### src/rtl/flash_boot_loader.sv
// Copies FlashTransferBytes from SPI flash (mode 0, read 0x03 / fast read 0x0B) into RAM as 32-bit words.
// Ports: clk/rst_n (async active-low), start/busy/done handshake, ramio_* word-write master, flash_* SPI master.
// Optional: define FLASH_BOOT_CHECKSUM_EN to add output checksum[31:0] (wrapping sum of written words).
module flash_boot_loader #(
    parameter int unsigned StartupWaitCycles  = 10,
    parameter logic [31:0] FlashTransferBytes = 32'h0010_0000,
    parameter logic [23:0] FlashStartAddress  = 24'h00_0000,
    parameter logic [31:0] RamStartAddress    = 32'h0000_0000,
    parameter int unsigned SpiHalfPeriod      = 1,
    parameter int unsigned FastRead           = 0
) (
    input  logic        clk,
    input  logic        rst_n,
    input  logic        start,
    output logic        busy,
    output logic        done,
    output logic        ramio_enable,
    output logic [1:0]  ramio_write_type,
    output logic [31:0] ramio_address,
    output logic [31:0] ramio_data_in,
    input  logic        ramio_busy,
    output logic        flash_clk,
    input  logic        flash_miso,
    output logic        flash_mosi,
    output logic        flash_cs
`ifdef FLASH_BOOT_CHECKSUM_EN
    ,
    output logic [31:0] checksum
`endif
);

    // A zero startup wait still spends one cycle in Init.
    localparam logic [31:0] WaitLast = (StartupWaitCycles > 0) ? 32'(StartupWaitCycles - 1) : 32'd0;
    localparam logic [15:0] HalfLast = (SpiHalfPeriod > 1) ? 16'(SpiHalfPeriod - 1) : 16'd0;
    localparam logic [7:0]  ReadCmd  = (FastRead != 0) ? 8'h0B : 8'h03;

    typedef enum logic [2:0] {
        Init, SendCmd, SendAddr, Dummy, ReadWord, StartWrite, Write, Done
    } state_t;

    state_t      state, state_next;
    logic [31:0] wait_cnt, wait_cnt_next;
    logic [15:0] phase_cnt, phase_cnt_next;
    logic [4:0]  bit_cnt, bit_cnt_next;      // bits left in the current field, minus one
    logic [31:0] tx_sr, tx_sr_next;          // next mosi bit is always tx_sr[31]
    logic [31:0] rx_sr, rx_sr_next;
    logic [31:0] byte_cnt, byte_cnt_next;    // bytes already written to RAM in this run
    logic        ramio_enable_next;
    logic [1:0]  ramio_write_type_next;
    logic [31:0] ramio_address_next, ramio_data_in_next;
    logic        flash_clk_next, flash_mosi_next, flash_cs_next;
`ifdef FLASH_BOOT_CHECKSUM_EN
    logic [31:0] checksum_next;
`endif

    assign busy = (state != Done);
    assign done = (state == Done);

    always_comb begin
        state_next            = state;
        wait_cnt_next         = wait_cnt;
        phase_cnt_next        = phase_cnt;
        bit_cnt_next          = bit_cnt;
        tx_sr_next            = tx_sr;
        rx_sr_next            = rx_sr;
        byte_cnt_next         = byte_cnt;
        ramio_enable_next     = ramio_enable;
        ramio_write_type_next = ramio_write_type;
        ramio_address_next    = ramio_address;
        ramio_data_in_next    = ramio_data_in;
        flash_clk_next        = flash_clk;
        flash_mosi_next       = flash_mosi;
        flash_cs_next         = flash_cs;
`ifdef FLASH_BOOT_CHECKSUM_EN
        checksum_next         = checksum;
`endif
        case (state)
            Init: begin
                if (wait_cnt == WaitLast) begin
                    if (FlashTransferBytes == 32'd0) begin
                        state_next = Done;
                    end else begin
                        state_next      = SendCmd;
                        flash_cs_next   = 1'b0;
                        flash_mosi_next = ReadCmd[7];
                        tx_sr_next      = {ReadCmd[6:0], 25'd0};
                        bit_cnt_next    = 5'd7;
                        phase_cnt_next  = 16'd0;
                    end
                end else begin
                    wait_cnt_next = wait_cnt + 32'd1;
                end
            end
            SendCmd, SendAddr, Dummy, ReadWord: begin
                if (phase_cnt != HalfLast) begin
                    phase_cnt_next = phase_cnt + 16'd1;
                end else begin
                    phase_cnt_next = 16'd0;
                    if (!flash_clk) begin
                        // Rising edge: the flash has had a full low phase to settle miso.
                        flash_clk_next = 1'b1;
                        if (state == ReadWord) begin
                            rx_sr_next = {rx_sr[30:0], flash_miso};
                        end
                    end else begin
                        // Falling edge starts the next bit's low phase; mosi changes here.
                        flash_clk_next = 1'b0;
                        if (bit_cnt != 5'd0) begin
                            bit_cnt_next    = bit_cnt - 5'd1;
                            flash_mosi_next = tx_sr[31];
                            tx_sr_next      = {tx_sr[30:0], 1'b0};
                        end else if (state == SendCmd) begin
                            state_next      = SendAddr;
                            flash_mosi_next = FlashStartAddress[23];
                            tx_sr_next      = {FlashStartAddress[22:0], 9'd0};
                            bit_cnt_next    = 5'd23;
                        end else if (state == SendAddr && FastRead != 0) begin
                            state_next      = Dummy;
                            flash_mosi_next = 1'b0;
                            tx_sr_next      = 32'd0;
                            bit_cnt_next    = 5'd7;
                        end else if (state == SendAddr || state == Dummy) begin
                            state_next      = ReadWord;
                            flash_mosi_next = 1'b0;
                            tx_sr_next      = 32'd0;
                            bit_cnt_next    = 5'd31;
                        end else begin
                            state_next = StartWrite;
                        end
                    end
                end
            end
            StartWrite: begin
                if (!ramio_busy) begin
                    state_next            = Write;
                    ramio_enable_next     = 1'b1;
                    ramio_write_type_next = 2'b11;
                    ramio_address_next    = RamStartAddress + byte_cnt;
                    // Bytes arrive first-to-last; the first byte lands in the low lane.
                    ramio_data_in_next    = {rx_sr[7:0], rx_sr[15:8], rx_sr[23:16], rx_sr[31:24]};
                end
            end
            Write: begin
                if (!ramio_busy) begin
                    ramio_enable_next = 1'b0;
                    byte_cnt_next     = byte_cnt + 32'd4;
`ifdef FLASH_BOOT_CHECKSUM_EN
                    checksum_next     = checksum + ramio_data_in;
`endif
                    if (byte_cnt + 32'd4 >= FlashTransferBytes) begin
                        state_next    = Done;
                        flash_cs_next = 1'b1;
                    end else begin
                        // Flash keeps streaming from where it paused; no new command needed.
                        state_next     = ReadWord;
                        bit_cnt_next   = 5'd31;
                        phase_cnt_next = 16'd0;
                    end
                end
            end
            Done: begin
                if (start) begin
                    state_next    = Init;
                    wait_cnt_next = 32'd0;
                    byte_cnt_next = 32'd0;
`ifdef FLASH_BOOT_CHECKSUM_EN
                    checksum_next = 32'd0;
`endif
                end
            end
            default: state_next = Init;
        endcase
    end

    always_ff @(posedge clk or negedge rst_n) begin
        if (!rst_n) begin
            state            <= Init;
            wait_cnt         <= 32'd0;
            phase_cnt        <= 16'd0;
            bit_cnt          <= 5'd0;
            tx_sr            <= 32'd0;
            rx_sr            <= 32'd0;
            byte_cnt         <= 32'd0;
            ramio_enable     <= 1'b0;
            ramio_write_type <= 2'b00;
            ramio_address    <= 32'd0;
            ramio_data_in    <= 32'd0;
            flash_clk        <= 1'b0;
            flash_mosi       <= 1'b0;
            flash_cs         <= 1'b1;
`ifdef FLASH_BOOT_CHECKSUM_EN
            checksum         <= 32'd0;
`endif
        end else begin
            state            <= state_next;
            wait_cnt         <= wait_cnt_next;
            phase_cnt        <= phase_cnt_next;
            bit_cnt          <= bit_cnt_next;
            tx_sr            <= tx_sr_next;
            rx_sr            <= rx_sr_next;
            byte_cnt         <= byte_cnt_next;
            ramio_enable     <= ramio_enable_next;
            ramio_write_type <= ramio_write_type_next;
            ramio_address    <= ramio_address_next;
            ramio_data_in    <= ramio_data_in_next;
            flash_clk        <= flash_clk_next;
            flash_mosi       <= flash_mosi_next;
            flash_cs         <= flash_cs_next;
`ifdef FLASH_BOOT_CHECKSUM_EN
            checksum         <= checksum_next;
`endif
        end
    end

endmodule

### config.mk
export PLATFORM = sky130hd
export DESIGN_NAME = flash_boot_loader
export DESIGN_NICKNAME = d
export VERILOG_FILES = /design/src/rtl/flash_boot_loader.sv
export SDC_FILE = /design/constraint.sdc
export NUM_CORES = 1
export LEC_CHECK = 0
export CAP_MARGIN = 20
export CELL_PAD_IN_SITES_DETAIL_PLACEMENT = 1
export CELL_PAD_IN_SITES_GLOBAL_PLACEMENT = 1
export CORE_UTILIZATION = 30
export DETAILED_ROUTE_END_ITERATION = 16
export PLACE_DENSITY_LB_ADDON = 0.1
export SYNTH_ARGS = -nofsm -noshare
export SYNTH_HDL_FRONTEND = slang
export SYNTH_SLANG_ARGS = --single-unit
### constraint.sdc
create_clock -name clk -period 3.7 [get_ports clk]
set_input_delay 0.74 -clock clk [delete_from_list [all_inputs] [get_ports clk]]
set_output_delay 0.74 -clock clk [all_outputs]
set_load 0.02 [all_outputs]
==> summary.txt <==
Outcome
  • Status: finished clean

Clock network
  • TritonCTS clock tree: yes
  • Cts repair resizes: 0
  • Clock Tree Buf Depth: 2
  • Post-CTS setup buffer count: 0
  • H-tree depth: 4
  • Clock buffer count from CTS: 17
  • Clk root buf: clkbuf_16
  • Worst-path clk slew: roughly 0.090 ns
  • Clock sinks: about 190
  • # hold bufs at CTS: 0
  • Clk_lat worst skew: 0.45 ns

Die
  • IO Count: slightly below 80
  • Initial Util: 0.309
  • Die height: between 150 and 200 um
  • Core box area: between 0.02 and 0.03 mm^2
  • Die Area: around 0.03 mm^2
  • # rows: just over 60
  • Chip width: between 150 and 200 um

Placed design
  • Place WS: a little under 0.6 ns
  • Placed Cells: roughly 1,300
  • Final HPWL DP: between 15,000 and 20,000 um
  • RD Place Congestion: 0.809
  • I/O Buffers: 74

Critical path
  • Reg2reg end: phase_cnt[13]$_DFFE_PN0P_
  • CP Class: register to register
  • CP required: between 4 and 5 ns
  • Max incr delay on CP: 0.62 ns
  • Worst Path Arrival: ~3.4 ns
  • CP cell instances: ha_1, nand4_2, or4_4, nor2_8, mux2_4, a41oi_2, nor4_4, a31o_1, buf_4, a41oi_1
  • Startpoint types: register
  • Depth of the most critical reg-to-reg path: 10
  • Critical path capture point type: register
  • Worst R2R Start: byte_cnt[2]$_DFFE_PN0P_
  • Reg2Reg Setup Slack: about 0.6 ns
  • CP Capture Point: phase_cnt[13]$_DFFE_PN0P_
  • Worst setup path start: byte_cnt[2]$_DFFE_PN0P_
  • Slowest-stage cell, CP: or4_4
  • CP Max Fanout: 20

STA
  • Tcrit/Tclk final: 0.834
  • Peak Freq: between 300 and 400 MHz
  • Final Hold Vio Count: 0
  • Fin crit period: approximately 3.1 ns
  • Worst setup margin: between 0.6 and 0.7 ns
  • RSZ-0062 raised after global routing: false
  • Max Slew Vio Count: 0
  • Slew margin rel.: 0.492
  • TNS Setup: 0 ns
  • Setup-failing EPs final: 0
  • Setup Skew: between 0.02 and 0.025 ns
  • Worst-margin pin slew: 0.759 ns

Drt
  • DRT Pass-1 Iters: 4
  • DR WL/cell: about 17 um
  • DR iter-0 viols: 242
  • Post-DRT Antenna Nets: 0
  • Vias after detailed routing: between 6,000 and 7,000
  • Final WL: 22,300 um
  • Remaining DRCs: 0
  • Vias/cell: about 5.0

Synth
  • Synth cell types: 65
  • Cells after Synth: 828
  • Register area share after synthesis: 0.535
  • Synth top area share: 0.532
  • Post-Syn Area: 0.00898 mm^2
  • Area contributors post-synth: dfrtp_1 (53%), mux2_2 (12%), nor2_1 (3.6%), xor2_1 (3.0%), nand2_1 (2.6%)
  • Main synth FF type: dfrtp_1
  • Syn avg cell area: ~11 um^2
  • Async set-reset flop share out of synthesis: 1.00
  • Post-synth EDFFs: 0
  • Most area-hungry cell type in the Yosys netlist: dfrtp_1
  • #FFs+latches synth: between 150 and 200
  • Yosys warns: 0

Global routing
  • Largest net degree at the start of global routing: 74
  • Final global-route overflow total: 0
  • Gr usage total: 0.154
  • Initial antenna violation count: 1
  • Met1 usage: 0.200
  • Vias in the first global route: between 6,000 and 7,000
  • First-pass GRT wire length: 37,800 um
  • GRT busiest layer: met2
  • GRT met2 Usage: 0.262
  • Met3 Usage GRT: 0.0263

Power and ir drop
  • Leak pwr: about 4.8 nW
  • Peak VDD IR: 0.252 mV
  • Cell Pwr Density: just under 400 mW/mm^2

Run
  • # Max-Cap Violations: 0

Hold path
  • Type of the worst min-delay path: primary input to asynchronous set/reset pin

Final layout
  • Layout cells sized above 1: 0.178
  • Non-Filler Instances: ~1,300
  • Net count, final: between 900 and 1,000
  • Synth-to-Final Area Change: 20.6%
==> worst max-delay path, delay by kind of cell (launching register included) <==
family / cells / cell delay [ns]
and+or+nand+nor: 4 / 1.01
AOI/OAI and AO/OA: 3 / 0.69
DFF: 1 / 0.47
muxes: 1 / 0.32
adders and majority gates: 1 / 0.29
buffers and inverters: 1 / 0.21
==> flip-flops by register name (all words and copies together) (netlist names), 3 cells and up <==
| name | flops |
|---|---|
| ramio_data_in | 32 |
| rx_sr | 32 |
| bit_cnt | 5 |
| phase_cnt | 16 |
| ramio_address | 30 |
| byte_cnt | 30 |
| state | 3 |
| wait_cnt | 32 |
| tx_sr | 7 |
==> kinds of logic (layout without fill, tap and decap cells) <==
logic type | after synthesis | in the layout | share of synthesized area
mux | 97 | 97 | 0.122
flops | 192 | 192 | 0.535
buf+inv | 63 | 143 | 0.0300
other cells | 1 | 3 | 0.000418
simple gates | 284 | 284 | 0.160
fa+ha+maj | 7 | 7 | 0.00976
compound gates | 138 | 138 | 0.0977
xor+xnor | 46 | 46 | 0.0449
==> through the flow <==
stage	hold WS, ns	power, W	cell area (um^2)	utilization
floorplan	0.444	0.00215	8980	-
global placement	0.466	0.00220	10200	0.350
detailed placement	0.480	0.00221	10200	0.350
CTS	0.239	0.00424	10800	0.372
global route	0.241	0.00433	10800	0.372
finish	0.233	0.00416	10800	0.372
==> cells in the mapped netlist (2+ instances only) <==
cell / n
nor4_1: 9
xnor2_1: 15
buf_4: 5
clkbuf_1: 27
a22oi_1: 2
buf_1: 5
xor2_1: 31
a211o_1: 2
nor3b_1: 3
nor2_1: 85
a21oi_1: 35
a22o_1: 2
and2_1: 9
nor3_1: 8
nor2b_1: 2
a31o_1: 2
a31oi_1: 15
nor4_2: 2
o211ai_1: 2
or4_1: 2
nor4bb_1: 2
mux2_2: 94
a21o_1: 7
and3_1: 19
buf_2: 5
mux2i_1: 2
a211oi_1: 2
inv_1: 20
o31ai_1: 7
o21ai_0: 39
o211a_1: 3
or2_2: 3
ha_1: 7
and4_1: 4
dfrtp_1: 191
nand2b_1: 4
a41oi_1: 6
nand4_1: 25
or3_1: 5
nand2_1: 61
nand3_1: 35
==> power by group <==
group / switching, W / leakage (nW) / internal (W)
combinational: 0.0000502 / 1.95 / 0.0000117
clock: 0.00103 / 0.312 / 0.000968
sequential: 0.000000768 / 2.57 / 0.00210
==> layout by cell type, fill, tap and decap left out, types with 9 or more instances in the layout <==
master and n:
o21ai_0 39, and3_1 19, and2_1 9, a31oi_1 15
xor2_1 31, nand4_1 25, buf_4 16, nand2_1 61
dfrtp_1 191, clkbuf_16 17, clkdlybuf4s50_1 73, mux2_2 94
a21oi_1 35, inv_1 20, nand3_1 35, nor2_1 85
nor4_1 9, xnor2_1 15
==> metal layers <==
layer / vias to the layer above / part of all wire / routed length (um)
met5: - / 0 / 0
met4: 0 / 0.014 / 306
met3: 16 / 0.018 / 412
met2: 63 / 0.50 / 11300
met1: 3315 / 0.46 / 10300
li1: 3073 / - / -
==> worst min-delay path by stage <==
stage	startpoint	to	depth (start not counted)
4_1_cts	rst_n	wait_cnt[24]$_DFFE_PN0P_	1
3_5_place_dp	tx_sr[31]$_DFFE_PN0P_	tx_sr[31]$_DFFE_PN0P_	2
5_1_grt	rst_n	wait_cnt[25]$_DFFE_PN0P_	1
2_1_floorplan	rst_n	bit_cnt[0]$_DFFE_PN0P_	0
3_3_place_gp	tx_sr[29]$_DFFE_PN0P_	tx_sr[29]$_DFFE_PN0P_	2
6_report	rst_n	wait_cnt[26]$_DFFE_PN0P_	1
==> cell type report <==
class | instances | area (um^2)
diodes | 1 | 2.50
clock buffers | 17 | 425
clock inverters | 15 | 223
fillers | 3196 | 18300
inverters | 20 | 75.1
multi-input cells | 574 | 3930
flip-flops and latches | 192 | 4810
well taps | 384 | 480
repair buffers | 91 | 885
Power figures use the tool's default switching activity.
